**config.mk**
```make
export PLATFORM = sky130hd
export DESIGN_NAME = alu_issue_ctrl
export DESIGN_NICKNAME = d
export VERILOG_FILES = /design/src/rtl/alu_issue_ctrl.sv
export SDC_FILE = /design/constraint.sdc
export NUM_CORES = 1
export LEC_CHECK = 0
export BUFFER_PORTS_ARGS = -buffer_cell sky130_fd_sc_hd__buf_2
export CORE_MARGIN = 4
export CORE_UTILIZATION = 57
export CTS_BUF_LIST = sky130_fd_sc_hd__clkbuf_4
export DETAILED_ROUTE_END_ITERATION = 8
export PLACE_DENSITY = 0.82
export SYNTH_ARGS = -nofsm -noshare
export SYNTH_HDL_FRONTEND = slang
export SYNTH_SLANG_ARGS = --single-unit
```
**constraint.sdc**
```tcl
create_clock -name clk -period 1.8 [get_ports clk]
set_input_delay 0.18 -clock clk [delete_from_list [all_inputs] [get_ports clk]]
set_output_delay 0.18 -clock clk [all_outputs]
set_load 0.01 [all_outputs]
```
**src/rtl/alu_issue_ctrl.sv**
```systemverilog
// Issue controller for the ALU: owns a small register file and runs each
// instruction through IDLE -> ISSUE -> CAPTURE. Optional debug read port: DBG_READ_EN.
module alu_issue_ctrl #(
    parameter int N    = 8,
    parameter int NREG = 4,
    parameter int AW   = 2
) (
    input  logic          clk,
    input  logic          rst_n,
    input  logic          in_valid,
    output logic          in_ready,
    input  logic [2:0]    in_op,
    input  logic [AW-1:0] in_dst,
    input  logic [AW-1:0] in_src_a,
    input  logic [AW-1:0] in_src_b,
    input  logic          ld_en,
    input  logic [AW-1:0] ld_addr,
    input  logic [N-1:0]  ld_data,
    output logic          alu_enable,
    output logic [2:0]    alu_mode,
    output logic [N-1:0]  alu_a,
    output logic [N-1:0]  alu_b,
    input  logic [N-1:0]  alu_out,
    input  logic          alu_flag_zero,
    input  logic          alu_flag_carry,
    output logic          flag_zero,
    output logic          flag_carry,
`ifdef DBG_READ_EN
    input  logic [AW-1:0] dbg_addr,
    output logic [N-1:0]  dbg_data,
`endif
    output logic          done
);

    localparam logic [2:0] OP_CMP = 3'b111;

    typedef enum logic [1:0] {
        IDLE    = 2'd0,
        ISSUE   = 2'd1,
        CAPTURE = 2'd2
    } state_t;

    state_t          state;
    logic [N-1:0]    rf [NREG];
    logic [2:0]      op_q;
    logic [AW-1:0]   dst_q;

    function automatic logic in_range(input logic [AW-1:0] addr);
        return 32'(addr) < 32'(NREG);
    endfunction

    function automatic logic [N-1:0] rd(input logic [AW-1:0] addr);
        return in_range(addr) ? rf[addr] : '0;
    endfunction

    assign in_ready = (state == IDLE);

`ifdef DBG_READ_EN
    always_comb begin
        dbg_data = rd(dbg_addr);
    end
`endif

    always_ff @(posedge clk or negedge rst_n) begin
        if (!rst_n) begin
            state      <= IDLE;
            op_q       <= '0;
            dst_q      <= '0;
            alu_enable <= 1'b0;
            alu_mode   <= '0;
            alu_a      <= '0;
            alu_b      <= '0;
            flag_zero  <= 1'b0;
            flag_carry <= 1'b0;
            done       <= 1'b0;
            for (int unsigned i = 0; i < NREG; i++) rf[i] <= '0;
        end else begin
            done <= 1'b0;
            // Direct load comes first so a same-register writeback below overrides it.
            if (ld_en && in_range(ld_addr)) rf[ld_addr] <= ld_data;
            case (state)
                IDLE: begin
                    if (in_valid) begin
                        op_q       <= in_op;
                        dst_q      <= in_dst;
                        alu_mode   <= in_op;
                        alu_a      <= rd(in_src_a);
                        alu_b      <= rd(in_src_b);
                        alu_enable <= 1'b1;
                        state      <= ISSUE;
                    end
                end
                ISSUE: begin
                    alu_enable <= 1'b0;
                    state      <= CAPTURE;
                end
                CAPTURE: begin
                    if (op_q != OP_CMP && in_range(dst_q)) rf[dst_q] <= alu_out;
                    flag_zero  <= alu_flag_zero;
                    flag_carry <= alu_flag_carry;
                    done       <= 1'b1;
                    state      <= IDLE;
                end
                default: state <= IDLE;
            endcase
        end
    end

endmodule

```
; Word-level counts from Yosys, hierarchy flattened
; Cells that the tools add are included.
; W data, S select, Z words.
[classes]
div_mod_pow = 0
n_bitwise = 4
add_sub_neg = 0
reduce_logical = 6
mux = 20
n_shift = 0
n_eq_ne = 4
mul = 0
magnitude_cmp = 6
[op_table]
columns = operator, count
row1 = $mux W32, 3
row2 = $bwmux W32, 2
row3 = $mux W8, 6
row4 = $bmux W8 S2, 2
row5 = $demux W8 S2, 2
row6 = $ge A3 B3 Y1 const B, 4
row7 = $not A2 Y3, 4
row8 = $lt A3 B1 Y1 const B, 2
row9 = $pmux W2 S2, 1
row10 = $reduce_and A2 Y1, 2
row11 = $ne A3 B3 Y1 const B, 1
row12 = $eq A2 B1 Y1 const B, 1
row13 = $eq A2 B2 Y1 const B, 1
row14 = $logic_and A1 B1 Y1, 2
row15 = $logic_not A2 Y1, 1
row16 = $mux W1, 2
row17 = $mux W2, 1
row18 = $ne A2 B2 Y1 const B, 1
row19 = $pmux W1 S2, 1
row20 = $reduce_bool A2 Y1, 1
[word_totals]
wordCells = 53
n_memories = 0
rom_bits = 0
ff_bits = 59
input_bits = 33
output_inout_bits = 24
latchBits = 0
mem_bits_rw = 0

; Longest topological paths before layout
; Gate-level depths: netlist (run 1).
[depth]
word_depth = 10
depth_mapped = 5
depth_no_buf = 3

; Worst setup path after synthesis (run 1)
; OpenSTA, ideal clock, no wires.
[synth_timing]
path_type = reg2reg
startpoint = reg state[0]
endpoint = reg dst_q[0]
period_less_slack_ps = 1551
n_path_buf = 2
required_ps = 1675
arrival_time_ps = 1426
path_stages_with_launch = 6
setup_slack_ps = 249
setup_time_ps = 125
cell_sequence = dfrtp_1 > nor2_1 > and2_1 > clkbuf_1 > buf_4 > mux2_2
[synth_between]
elab_chain_cells = 2
[synth_lines]
columns = item, line_no
row1 = start: declaration, 43  ; state_t state;
row2 = start signal: assignment, 66  ; state <= IDLE;
row3 = start signal: assignment, 90  ; state <= ISSUE;
row4 = start signal: assignment, 95  ; state <= CAPTURE;
row5 = $logic_not A2 Y1, -
row6 = named net in_ready, 11  ; output logic in_ready,
row7 = $reduce_and A2 Y1 (no line), -
row8 = end signal: assignment, 85  ; dst_q <= in_dst;
row9 = end: declaration, 46  ; logic [AW-1:0] dst_q;
; The timed path passes the listed nets, and every way through them passes these cells.
; A chain may end at the register's enable or synchronous reset.

; Worst setup path after layout (run 1)
[layout_timing]
startpoint = reg state[0]
endpoint = reg rf[14] (netlist bit)
[layout_between]
elab_chain_cells = 2
[layout_lines]
columns = item, line_no
row1 = $eq A2 B2 Y1, 81  ; case (state)
row2 = $mux W32, 81
row3 = end signal: indexed assignment, 80  ; if (ld_en && in_range(ld_addr)) rf[ld_addr] <= ld_data;
row4 = end signal: indexed assignment, 98  ; if (op_q != OP_CMP && in_range(dst_q)) rf[dst_q] <= alu_out;
row5 = end: declaration, 44  ; logic [N-1:0] rf [NREG];
; No other way between the ends.

==> qor.yml, run 1 <==
layout:
  final_nets: 289
  multi_input_area_um2: 1480
  fillCellCount: 365
  fin_cells: 331
  diodes: 0
  syn2layout_area_growth_pct: 21.1
  seq_area_um2: 1480
  drive_above_1_share_pct: 70.9
critical_path:
  timing.rr.end: "rf[14]$_DFF_PN0_"
  rr_worst_depth: 4
  path_class: "reg2reg"
  cp-start-kind: "register"
  r2r-start: "state[0]$_DFFE_PN0P_"
  end_kind: "register"
  regToRegSetupSlack_ns: 0.25
  crit_arrival_ns: 1.85
  cp_max_fo: 8
  crit_required_ns: 2.09
sta:
  fmax_mhz: 644
  period_minus_slack_ns: 1.55
  rsz0062_at_grt: "false"
  clock_skew_ns: 0.0162
  drv_slew: 0
  finalSetupViolations: 0
  tightest_slew_ns: 0.496
  min_period_over_period_pct: 86.2
  setup_ws_ns: 0.248
  slew_headroom_pct: 66.9
  final.setup.tns_ns: 0
  hold_violations: 0
synth:
  yosysTopAreaCellShare_pct: 49.1
  synth_area_leaders: "dfrtp_1 (49%), mux2_2 (33%), mux4_2 (12%)"
  yosysWarnings: 0
  ys_ff_latch: 59
  post_synth_inst_count: 186
  synth-edff-count: 0
  yosys.area.top_type: "dfrtp_1"
  yosys.cell_types.count: 17
  synth_area_um2: 3010
  syn_nets: 219
  ys_seq_area_share_pct: 49.1
  yosysMostFrequentCell: "mux2_2"
  yosys-top-cells-count: "mux2_2 (87), dfrtp_1 (59), mux4_2 (16)"
  async_reset_ff_share_pct: 100
  syn_area_per_cell_um2: 16.2
  synth-main-ff-cell: "dfrtp_1"
clock_network:
  cts_tree: "done"
  cts.sink_count: 59
  cts.htree.levels: 3
  clk_path_buf_depth: 2
  post_cts_buffers: 0
  clk_pin_slew_ns: 0.11
  clkLatencyLatePin_ns: 0.42
  cts_made_buffers: 9
  clock-root-buffer: "clkbuf_4"
pwr:
  vdd_drop_max_v: 0.000741
  power.leakage_uw: 0.00157
  p_per_area_nw_per_um2: 1370
placed_design:
  dp_cells: 307
  post-dp-hpwl_mm: 4.16
  gp_congestion: 0.730
  port_buffers: 56
  dpl_worst_slack_ns: 0.258
min_path:
  whs_endpoint: "rf[9]$_DFF_PN0_"
  hold_path_startpoint: "alu_out[1]"
  holdCritPathClass: "in2reg"
  hold_path_depth: 2
floorplanning:
  core-area_um2: 5110
  start_util_pct: 58.9
  row_count: 26
  die_w_um: 80.6
  die_area_um2: 6500
  die_h_um: 80.6
  ios: 57
routing:
  drc: 0
  avgViaCountPerCell: 5.65
  drtIter0Drc: 98
  wl_mm: 6.36
  vias: 1871
  dr.pass1.iters: 4
  wl_per_cell_um: 19.2
  antenna_left: 0
flow_run:
  max-cap-violations: 0
global_routing:
  grt_pass1_wl_mm: 10.1
  antenna_found_initial: 0
  grt_usage_pct: 21.7
  grt_pass1_vias: 1899
  grt_max_degree: 60
  grt_overflow: 0
status:
  outcome: "finished, final reports clean"
[layer usage]
metal  share of wire, %  wire length (um)  global-route usage (%)
met1                 45              2840                    29.2
met2                 50              3170                    34.2
met3                4.5               285                    6.17
met4                1.1                70                    6.76
met5                  0                 0                       0
[flip-flops by register name, indices dropped and copies added, names as in the netlist]
| name | count |
|---|---|
| rf | 32 |
| alu_a | 8 |
| alu_b | 8 |
| op_q | 3 |
| dst_q | 2 |
| state | 2 |
| alu_enable | 1 |
| done | 1 |
| flag_carry | 1 |
| flag_zero | 1 |
[logic make-up (layout without fill, tap and decap cells)]
family          count (synthesis)  count (layout)  share of synthesized area, %
compound gates                  1               1                         0.250
buf+inv                         9              84                          1.58
flops                          59              59                          49.1
mux                           103             103                          44.6
simple gates                   14              14                          4.49
[worst max-delay path by stage]
stage	startpoint	to	slack, ns	cells after the start
after floorplan	state[0]$_DFFE_PN0P_	dst_q[0]$_DFFE_PN0P_	0.25	5
after global placement	ld_addr[1]	rf[25]$_DFF_PN0_	0.25	4
after detailed placement	ld_addr[1]	rf[30]$_DFF_PN0_	0.26	4
after CTS	state[1]$_DFFE_PN0P_	rf[1]$_DFF_PN0_	0.27	4
after global routing	state[0]$_DFFE_PN0P_	rf[15]$_DFF_PN0_	0.19	4
final	state[0]$_DFFE_PN0P_	rf[14]$_DFF_PN0_	0.25	4
[layout by cell type, fill, tap and decap left out]
cell type and instances:
and2_1 1, buf_2 56, mux4_2 16, nor2b_1 2, nor3b_4 1, o21bai_1 1, nand3_1 1, nand3_2 2
inv_1 1, nand3b_2 2, dlygate4sd3_1 8, mux2_2 87, bufinv_16 3, clkbuf_4 9, clkinvlp_4 3, dfrtp_1 59
nand4b_2 2, buf_4 1, nand4_2 1, buf_12 2, clkinv_1 1, nor2_1 2
[per-stage QoR]
| stage | utilization, % | instance area (um^2) | hold WS, ns | power, uW |
|---|---|---|---|---|
| after floorplan | - | 3010 | -0.116 | 3260 |
| after global placement | 66.1 | 3380 | 0.211 | 3720 |
| after detailed placement | 66.1 | 3380 | 0.208 | 3800 |
| after CTS | 70.9 | 3620 | 0.00376 | 5020 |
| after global routing | 71.3 | 3640 | 0.0126 | 5280 |
| final | 71.3 | 3640 | 0.0412 | 5000 |
[where the power goes]
| group | leakage [uW] | switching, uW | internal (uW) |
|---|---|---|---|
| registers | 0.000691 | 326 | 1840 |
| clock network | 0.0000858 | 525 | 697 |
| logic | 0.000797 | 583 | 1030 |
| total | 0.00157 | 1430 | 3570 |
[worst max-delay path, stage by stage (launching register included)]
cell      delay [ns]
dfrtp_1         0.40
nor2b_1         0.11
buf_4           0.17
nand4b_2        0.36
mux2_2          0.41
[timing repair]
item	4_1_cts	5_1_grt
hold endpoints to repair	64	2
gates resized for setup	0	0
hold buffers	6	2
[area by class of cell]
| type | count | share of cell area (%) |
|---|---|---|
| Tap cell | 70 | 2.40 |
| Inverter | 1 | 0.103 |
| Multi-Input combinational cell | 118 | 40.7 |
| Timing Repair Buffer | 67 | 11.2 |
| Sequential cell | 59 | 40.5 |
| Clock inverter | 7 | 3.19 |
| Clock buffer | 9 | 1.86 |
(Power assumes the default switching activity.)
==> run 2: changes to the inputs <==
==> constraint.sdc (replaced) <==
create_clock -name clk -period 1.6 [get_ports clk]
set_input_delay 0.16 -clock clk [delete_from_list [all_inputs] [get_ports clk]]
set_output_delay 0.16 -clock clk [all_outputs]
set_load 0.01 [all_outputs]
==> run 2 against run 1 <==
Utilization fell by 1.0 points. Clock skew fell by 0.0026 ns. First-iteration DRC count rose by 41%. Critical path type unchanged. Largest cell class unchanged.
==> qor.yml, run 2 (synthesized netlist as in run 1, its figures left out) <==
placed_design:
  gp_congestion: 0.801
  dpl_worst_slack_ns: 0.0461
  port_buffers: 56
  post-dp-hpwl_mm: 4.21
layout:
  diodes: 0
  layout_commonest_cell: "mux2_2"
  largest_reg_flops: 32
  drive_above_1_share_pct: 70.2
  top_regs: "rf x32, alu_a x8, alu_b x8"
  syn2layout_area_growth_pct: 19.4
  layout_common_cells: "mux2_2 (87), dfrtp_1 (59), buf_2 (56)"
  top_register: "rf"
  fillCellCount: 359
  final_nets: 291
floorplanning:
  die_h_um: 80.6
  core-area_um2: 5110
  ios: 57
  die_w_um: 80.6
  die_area_um2: 6500
  row_count: 26
  start_util_pct: 58.9
clock_network:
  cts_made_buffers: 9
  clk_path_buf_depth: 2
  clock-root-buffer: "clkbuf_4"
  cts_tree: "done"
  post_cts_buffers: 0
  cts.sink_count: 59
  clkLatencyLatePin_ns: 0.39
  cts.htree.levels: 3
  clk_pin_slew_ns: 0.10
sta:
  fmax_mhz: 636
  min_period_over_period_pct: 98.3
  tightest_slew_ns: 0.387
  finalSetupViolations: 0
  hold_violations: 0
  clock_skew_ns: 0.0136
  hold_slack_ns: 0.0342
  rsz0062_at_grt: "true"
  period_minus_slack_ns: 1.57
  drv_slew: 0
  setup_ws_ns: 0.0265
  slew_headroom_pct: 74.1
critical_path:
  crit_family: "simple AND/OR/NAND/NOR gates"
  crit_cells: 3
  crit_required_ns: 1.88
  crit_arrival_ns: 1.85
  startpoint: "op_q[1]$_DFFE_PN0P_"
  cp-start-kind: "register"
  path_class: "reg2reg"
  cp_num_buf_inv: 0
  timing.rr.end: "rf[6]$_DFF_PN0_"
  critical_path.endpoint: "rf[6]$_DFF_PN0_"
  cp_max_fo: 8
  crit_chain: "nand3_1, nand4_2, mux2_2"
  rr_worst_depth: 3
  end_kind: "register"
  regToRegSetupSlack_ns: 0.03
  cpMaxStageDelayCell: "dfrtp_1"
  r2r-start: "op_q[1]$_DFFE_PN0P_"
  worst_path_largest_cell_delay_ns: 0.41
global_routing:
  grt_max_degree: 60
  grt_pass1_vias: 2002
  grt_usage_pct: 21.9
  antenna_found_initial: 0
  grt_overflow: 0
  grt_pass1_wl_mm: 10.3
flow_run:
  max-cap-violations: 0
routing:
  wl_mm: 6.23
  antenna_left: 0
  drc: 0
  dr.pass1.iters: 4
  drtIter0Drc: 138
  wl_per_cell_um: 18.8
  vias: 1886
  avgViaCountPerCell: 5.68
min_path:
  hold_path_startpoint: "alu_out[3]"
  holdCritPathClass: "in2reg"
pwr:
  power.leakage_uw: 0.00156
  p_per_area_nw_per_um2: 1410
  vdd_drop_max_v: 0.000776
status:
  outcome: "finished, final reports clean"
[run 2: changes by cell type in the layout (fill, tap and decap cells not counted), sizes merged]
cell      previous run  this run
clkinv               1         5
clkinvlp             3         0
buf                 59        61
clkbuf               9        10
bufinv               3         0
[run 2: power breakdown]
group / leakage [uW] / internal (uW) / total, uW / switching [uW]
clock network: 0.0000585 / 308 / 823 / 515
registers: 0.000691 / 2070 / 2430 / 365
logic: 0.000814 / 1170 / 1820 / 653
[run 2: worst min path at each step]
stage | to | slack (ns) | cells past startpoint
final | rf[3]$_DFF_PN0_ | 0.03 | 2
after global routing | rf[4]$_DFF_PN0_ | 0.04 | 2
after CTS | rf[2]$_DFF_PN0_ | 0.02 | 2
after detailed placement | done$_DFF_PN0_ | 0.19 | 2
after global placement | flag_zero$_DFFE_PN0N_ | 0.19 | 2
after floorplan | alu_a[0]$_DFFE_PN0P_ | -0.14 | 0
[run 2: layout make-up]
type / instances / area [um^2] / area share [%]
clock buffers: 10 / 75.1 / 2.09
well taps: 70 / 87.6 / 2.44
multi-input cells: 118 / 1490 / 41.5
inverters: 1 / 3.75 / 0.105
repair buffers: 69 / 435 / 12.1
clock inverters: 5 / 21.3 / 0.592
flip-flops and latches: 59 / 1480 / 41.1
[run 2: timing repair]
item                                    CTS  global route
hold buffers                              8             0
hold endpoints to repair                 66             0
endpoints found under the setup margin    0             9
resized for setup                         0             1
[run 2: metrics by stage]
stage | power [uW] | utilization, % | cell area, um^2 | TNS [ns] | cells
final | 5080 | 70.3 | 3590 | 0 | 332
after global routing | 5420 | 70.3 | 3590 | -0.274 | 332
after CTS | 5120 | 70.1 | 3580 | 0 | 332
after detailed placement | 4290 | 66.7 | 3410 | 0 | 309
after global placement | 4190 | 66.7 | 3410 | 0 | 309
after floorplan | 3670 | - | 3010 | 0 | 186
[run 2: routing by layer]
layer	vias up	GRT usage, %	part of all wire [%]
met5	-	0	0
met4	0	9.46	1.3
met3	8	3.70	5.3
met2	50	35.9	50
met1	965	28.8	43
li1	863	-	-
